### src/rtl/reg_xfer_pkg.sv
// Shared types and default widths for the register spill/fill engine.
package reg_xfer_pkg;

    localparam int PW_DEF = 4;
    localparam int DW_DEF = 8;
    localparam int AW_DEF = 8;

    typedef enum logic [1:0] {
        IDLE = 2'd0,
        REQ  = 2'd1,
        XFER = 2'd2,
        DONE = 2'd3
    } xfer_state_t;

    typedef enum logic {
        SPILL = 1'b0,
        FILL  = 1'b1
    } xfer_dir_t;

endpackage

### src/rtl/reg_spill_fill_if.sv
// Register-file and data-memory port bundle seen by the spill/fill engine.
interface reg_spill_fill_if #(
    parameter int PW = 4,
    parameter int DW = 8,
    parameter int AW = 8
);
    // rf_req asks for both ports; a word moves in every cycle where rf_req and rf_gnt
    // are both high, and rf_gnt may drop at any time without any word being lost.
    logic          rf_req;
    logic          rf_gnt;
    logic [PW-1:0] rf_rd_addr;
    logic [DW-1:0] rf_rd_data;
    logic          rf_wr_en;
    logic [PW-1:0] rf_wr_addr;
    logic [DW-1:0] rf_wr_data;
    logic [AW-1:0] dm_addr;
    logic          dm_wr_en;
    logic [DW-1:0] dm_wr_data;
    logic [DW-1:0] dm_rd_data;

    modport master (
        output rf_req, rf_rd_addr, rf_wr_en, rf_wr_addr, rf_wr_data,
               dm_addr, dm_wr_en, dm_wr_data,
        input  rf_gnt, rf_rd_data, dm_rd_data
    );

    modport slave (
        input  rf_req, rf_rd_addr, rf_wr_en, rf_wr_addr, rf_wr_data,
               dm_addr, dm_wr_en, dm_wr_data,
        output rf_gnt, rf_rd_data, dm_rd_data
    );

endinterface

### src/rtl/reg_spill_fill.sv
// Context spill/fill engine: copies register runs to data memory and back, one word per granted cycle.
// Optional running XOR checksum enabled by defining SPILL_FILL_CHECKSUM_EN.
module reg_spill_fill
    import reg_xfer_pkg::*;
#(
    parameter int PW = PW_DEF,
    parameter int DW = DW_DEF,
    parameter int AW = AW_DEF
) (
    input  logic                 clk,
    input  logic                 reset_n,
    input  logic                 start,
    input  logic                 dir,
    input  logic [PW-1:0]        first_reg,
    input  logic [PW:0]          count,
    input  logic [AW-1:0]        base_addr,
    output logic                 busy,
    output logic                 done,
    output logic [DW-1:0]        checksum,
    output xfer_state_t          fsm_state,
    reg_spill_fill_if.master     bus
);

    xfer_state_t state, state_nxt;
    xfer_dir_t   dir_q;
    logic [PW-1:0] idx;
    logic [AW-1:0] addr;
    logic [PW:0]   remaining;

    logic accept;
    logic move;

    assign accept    = (state == IDLE) && start;
    assign move      = (state == XFER) && bus.rf_gnt;
    assign fsm_state = state;

    always_ff @(posedge clk or negedge reset_n) begin
        if (!reset_n) begin
            state <= IDLE;
        end else begin
            state <= state_nxt;
        end
    end

    always_comb begin
        state_nxt = state;
        case (state)
            IDLE: if (start) state_nxt = (count != '0) ? REQ : DONE;
            REQ:  if (bus.rf_gnt) state_nxt = XFER;
            XFER: if (bus.rf_gnt && remaining == (PW+1)'(1)) state_nxt = DONE;
            DONE: state_nxt = IDLE;
            default: state_nxt = IDLE;
        endcase
    end

    // Index and address wrap naturally at their register widths.
    always_ff @(posedge clk or negedge reset_n) begin
        if (!reset_n) begin
            dir_q     <= SPILL;
            idx       <= '0;
            addr      <= '0;
            remaining <= '0;
        end else if (accept) begin
            dir_q     <= xfer_dir_t'(dir);
            idx       <= first_reg;
            addr      <= base_addr;
            remaining <= count;
        end else if (move) begin
            idx       <= idx + 1'b1;
            addr      <= addr + 1'b1;
            remaining <= remaining - 1'b1;
        end
    end

    always_comb begin
        busy           = 1'b0;
        done           = 1'b0;
        bus.rf_req     = 1'b0;
        bus.rf_rd_addr = '0;
        bus.rf_wr_en   = 1'b0;
        bus.rf_wr_addr = '0;
        bus.rf_wr_data = '0;
        bus.dm_addr    = '0;
        bus.dm_wr_en   = 1'b0;
        bus.dm_wr_data = '0;
        case (state)
            IDLE: busy = start && (count != '0);
            REQ: begin
                busy       = 1'b1;
                bus.rf_req = 1'b1;
            end
            XFER: begin
                busy        = 1'b1;
                bus.rf_req  = 1'b1;
                bus.dm_addr = addr;
                if (dir_q == SPILL) begin
                    bus.rf_rd_addr = idx;
                    bus.dm_wr_data = bus.rf_rd_data;
                    bus.dm_wr_en   = bus.rf_gnt;
                end else begin
                    bus.rf_wr_addr = idx;
                    bus.rf_wr_data = bus.dm_rd_data;
                    bus.rf_wr_en   = bus.rf_gnt;
                end
            end
            DONE: done = 1'b1;
            default: ;
        endcase
    end

`ifdef SPILL_FILL_CHECKSUM_EN
    logic [DW-1:0] chk_q;
    logic [DW-1:0] moved_word;

    assign moved_word = (dir_q == SPILL) ? bus.rf_rd_data : bus.dm_rd_data;

    always_ff @(posedge clk or negedge reset_n) begin
        if (!reset_n) begin
            chk_q <= '0;
        end else if (accept) begin
            chk_q <= '0;
        end else if (move) begin
            chk_q <= chk_q ^ moved_word;
        end
    end

    assign checksum = chk_q;
`else
    assign checksum = '0;
`endif

endmodule

### src/flat_wrapper.sv
// flat-port wrapper written by rule: the top's interface ports become plain ports
module reg_spill_fill_flat import reg_xfer_pkg::*;
#(
    parameter int PW = PW_DEF,
    parameter int DW = DW_DEF,
    parameter int AW = AW_DEF
)
  (clk, reset_n, start, dir, first_reg, count, base_addr, busy, done, checksum, fsm_state, bus_rf_req, bus_rf_rd_addr, bus_rf_wr_en, bus_rf_wr_addr, bus_rf_wr_data, bus_dm_addr, bus_dm_wr_en, bus_dm_wr_data, bus_rf_gnt, bus_rf_rd_data, bus_dm_rd_data);
  reg_spill_fill_if #(.PW(PW), .DW(DW), .AW(AW)) bus_i ();
  input  logic clk;
  input  logic reset_n;
  input  logic start;
  input  logic dir;
  input  logic [PW-1:0] first_reg;
  input  logic [PW:0] count;
  input  logic [AW-1:0] base_addr;
  output logic busy;
  output logic done;
  output logic [DW-1:0] checksum;
  output xfer_state_t fsm_state;
  output wire logic [$bits(bus_i.rf_req)-1:0] bus_rf_req;
  output wire logic [$bits(bus_i.rf_rd_addr)-1:0] bus_rf_rd_addr;
  output wire logic [$bits(bus_i.rf_wr_en)-1:0] bus_rf_wr_en;
  output wire logic [$bits(bus_i.rf_wr_addr)-1:0] bus_rf_wr_addr;
  output wire logic [$bits(bus_i.rf_wr_data)-1:0] bus_rf_wr_data;
  output wire logic [$bits(bus_i.dm_addr)-1:0] bus_dm_addr;
  output wire logic [$bits(bus_i.dm_wr_en)-1:0] bus_dm_wr_en;
  output wire logic [$bits(bus_i.dm_wr_data)-1:0] bus_dm_wr_data;
  input wire logic [$bits(bus_i.rf_gnt)-1:0] bus_rf_gnt;
  input wire logic [$bits(bus_i.rf_rd_data)-1:0] bus_rf_rd_data;
  input wire logic [$bits(bus_i.dm_rd_data)-1:0] bus_dm_rd_data;
  assign bus_rf_req = bus_i.rf_req;
  assign bus_rf_rd_addr = bus_i.rf_rd_addr;
  assign bus_rf_wr_en = bus_i.rf_wr_en;
  assign bus_rf_wr_addr = bus_i.rf_wr_addr;
  assign bus_rf_wr_data = bus_i.rf_wr_data;
  assign bus_dm_addr = bus_i.dm_addr;
  assign bus_dm_wr_en = bus_i.dm_wr_en;
  assign bus_dm_wr_data = bus_i.dm_wr_data;
  assign bus_i.rf_gnt = bus_rf_gnt;
  assign bus_i.rf_rd_data = bus_rf_rd_data;
  assign bus_i.dm_rd_data = bus_dm_rd_data;
  reg_spill_fill #(.PW(PW), .DW(DW), .AW(AW)) u_core (.clk(clk), .reset_n(reset_n), .start(start), .dir(dir), .first_reg(first_reg), .count(count), .base_addr(base_addr), .busy(busy), .done(done), .checksum(checksum), .fsm_state(fsm_state), .bus(bus_i));
endmodule
### config.mk
export PLATFORM = sky130hd
export DESIGN_NAME = reg_spill_fill_flat
export DESIGN_NICKNAME = d
export VERILOG_FILES = /design/src/rtl/reg_xfer_pkg.sv /design/src/rtl/reg_spill_fill_if.sv /design/src/rtl/reg_spill_fill.sv /design/src/flat_wrapper.sv
export SDC_FILE = /design/constraint.sdc
export NUM_CORES = 1
export LEC_CHECK = 0
export ABC_AREA = 1
export BUFFER_PORTS_ARGS = -buffer_cell sky130_fd_sc_hd__buf_2
export CELL_PAD_IN_SITES_DETAIL_PLACEMENT = 1
export CELL_PAD_IN_SITES_GLOBAL_PLACEMENT = 2
export CORE_ASPECT_RATIO = 2
export CORE_MARGIN = 5
export CORE_UTILIZATION = 24
export DETAILED_ROUTE_END_ITERATION = 6
export GPL_TIMING_DRIVEN = 0
export PLACE_DENSITY = 0.91
export RECOVER_POWER = 25
export SLEW_MARGIN = 5
export SYNTH_ARGS = -nofsm -noshare
export SYNTH_HDL_FRONTEND = slang
export SYNTH_SLANG_ARGS = --single-unit
### constraint.sdc
create_clock -name clk -period 3.2 [get_ports clk]
set_input_delay 0.32 -clock clk [delete_from_list [all_inputs] [get_ports clk]]
set_output_delay 0.32 -clock clk [all_outputs]
set_load 0.02 [all_outputs]
==> metrics.md <==
| Metric | Value |
|---|---|
| CP arrival | 1.84 ns |
| Total grt overflow | 0 |
| Hold depth | 3 |
| ANT cells | 0 |
| Crit path capture type | output port |
| Family with the most delay on the worst path | buffers and inverters |
| Status | finished clean |
| Final core utilization | 0.332 |
| Sequential area share after synthesis | 0.301 |
| Routed WL per cell | 12.6 um |
| Worst slew pin tran | 1.21 ns |
| Avg Cell Area, Syn | 6.53 um^2 |
| DIE HEIGHT | 128 um |
| First-pass GRT wire length | 8.87 mm |
| Max rail drop VDD | 419 uV |
| Library cells used by synthesis | 26 |
| Maximum clock insertion buffer count | 2 |
| Max Cap Viol | 0 |
| GP Congestion | 0.818 |
| R2R cell count | 7 |
| Worst endpoint required time | 2.88 ns |
| Post-route ant nets | 0 |
| PnR worst setup slack | 1.04 ns |
| Initial antenna violation count | 0 |
| Leakage power | 1.40 nW |
| Worst-skew pair later-pin latency | 0.26 ns |
| Clock skew | 0.00165 ns |
| F_max | 462 MHz |
| Routed vias | 1852 |
| Crit path largest cell delay | 0.41 ns |
| Ports | 85 |
| Post-CTS Setup Inserts | 0 |
| Die area | 8810 um^2 |
| Final period utilization | 0.676 |
| CTS tree | built |
| Internal | 0.000943 W |
| Worst setup path startpoint | u_core.fsm_state[0] |
| Count of final hold-check violations | 0 |
| CP Launch Type | flop |
| HPWL after DPL | 4.49 mm |
| Synth warn | 0 |
| Drc violations | 0 |
| Core Box Area | 6830 um^2 |
| Final Setup Violations | 0 |
| Switching Fraction | 0.488 |
| TritonCTS buffer count | 3 |
| Crit path time final | 2.16 ns |
| Layout cells sized above 1 | 0.328 |
| Critical path depth | 8 |
| Combinational power share | 0.565 |
| WP buf/inv | 4 |
| Final nets | 389 |
| Critical-path cell list | inv_1 -> ha_1 -> nand2_2 -> inv_2 -> buf_4 -> a21oi_1 -> nor2_1 -> buf_2 |
| Reg-to-reg startpoint | u_core.fsm_state[0] |
| Sequential share of power | 0.274 |
| Rel. slew slack | 0.193 |
| Final Max Tran Viols | 0 |
| Cts hold-fix bufs | 0 |
| IO Port Bufs | 75 |
| Post-CTS sizing | 0 |
| Starting Density | 0.244 |
| Pwr Density | 813 nW/um^2 |
| DR iter-0 viols | 63 |
| Vias in the first global route | 1931 |
| Routed WL | 5.45 mm |
| Row cnt | 43 |
| Vias per std cell | 4.30 |
| Netlist Area Pre-Place | 1670 um^2 |
| H-tree depth | 1 |
| Detailed Routing Iterations Pass 1 | 4 |
| Aggregate global-route resource usage | 0.129 |
| Crit path max fanout | 10 |
| Worst hold path class | in2reg |
| NetSw | 0.000900 W |
| Syn Inst Count | 255 |
| Pre-CTS setup slack | 1.29 ns |
| Total power | 0.00184 W |
| Num Clock Sinks | 20 |
| Clk root buf | clkbuf_16 |
| Largest net degree at the start of global routing | 21 |
| Setup TNS | 0 ns |
| RSZ-0062 raised after global routing | no |
| CP Class | reg2out |
| Area grow syn2layout | 36.1% |
| Die width | 68.9 um |
| Clock-pin slew on the worst setup and hold paths | 0.06 ns |
| FF+latch count, synth | 20 |
| Hold path startpoint | dir |
| Slowest-stage cell, CP | dfrtp_1 |
| Clock power frac | 0.161 |
[power by group through the flow]
stage | combinational [W] | sequential [W] | clock, W
4_1_cts | 0.00106 | 0.000504 | 0.000303
2_1_floorplan | 0.000753 | 0.000489 | 0
6_report | 0.00104 | 0.000504 | 0.000297
3_5_place_dp | 0.00106 | 0.000509 | 0
3_3_place_gp | 0.00102 | 0.000498 | 0
5_1_grt | 0.00119 | 0.000527 | 0.000310
[synthesized netlist by cell type]
master | count | area (um^2)
nand2_2 | 3 | 18.8
inv_2 | 2 | 7.51
xor2_1 | 2 | 17.5
buf_2 | 4 | 20.0
nor2_1 | 33 | 124
a21oi_1 | 8 | 40.0
xnor2_1 | 1 | 8.76
o211ai_1 | 2 | 15.0
nand3b_1 | 1 | 7.51
nand4_1 | 4 | 25.0
o21bai_1 | 2 | 15.0
nand3_2 | 1 | 10.0
buf_6 | 2 | 22.5
o21ai_1 | 2 | 10.0
or2_4 | 1 | 8.76
dfrtp_1 | 20 | 500
o21ai_0 | 9 | 45.0
ha_1 | 9 | 113
o221ai_1 | 1 | 8.76
nand2_1 | 60 | 225
conb_1 | 1 | 3.75
nor2_2 | 10 | 62.6
o22ai_1 | 1 | 6.26
inv_1 | 46 | 173
nand3_1 | 19 | 95.1
buf_4 | 11 | 82.6
[per-layer routing]
layer	routed length [um]	GRT usage
met1	2280	0.159
met2	2700	0.222
met3	409	0.0246
met4	51	0.0310
met5	0	0
[layout make-up]
type	instances	area (um^2)
clock buffer	4	88.8
timing repair buffer	75	374
buffer	17	125
multi-input combinational	177	886
sequential	20	500
tap	90	113
fill	945	4570
inverter	48	180
[through the flow]
stage,area [um^2],hold WS [ns],std cells
final,2270,0.255,431
after global routing,2270,0.305,431
after CTS,2270,0.0424,431
after detailed placement,2180,0.320,427
after global placement,2180,0.314,427
after floorplan,1690,0.0244,262
[worst min-delay path, stage by stage]
cell and delay [ns]:
buf_2 0.07, nand2_1 0.04, nand2_1 0.05
[cell families after synthesis]
group,Yosys count,share of synthesized area
simple gates,132,0.346
buf+inv,65,0.183
compound gates,25,0.0841
flops,20,0.301
fa+ha+maj,9,0.0676
xor+xnor,3,0.0158
other cells,1,0.00225
[worst paths after layout]
check	slack, ns	end
setup / recovery	1.04	busy
hold reg to reg	0.51	u_core.dir_q
setup reg to reg	1.60	u_core.idx[1]
hold / removal	0.25	u_core.dir_q
max in group asynchronous	2.19	u_core.addr[7]
min in group asynchronous	0.29	u_core.idx[1]
[state kept, by name, summed over array words and instances, names as in the netlist]
register and count:
u_core.addr 8, u_core.remaining 5, u_core.idx 4, u_core.fsm_state 2
u_core.dir_q 1
[placed cells by master, fill, tap and decap left out, drive strengths merged]
master,instances
o211ai,2
nand3,20
xor2,2
ha,9
nand3b,1
nor2,43
or2,1
a21oi,8
buf,91
inv,48
clkbuf,5
xnor2,1
o21ai,11
o21bai,2
nand2,63
dfrtp,20
o22ai,1
o221ai,1
conb,8
nand4,4
No activity file was read; power rests on OpenSTA's default activity.
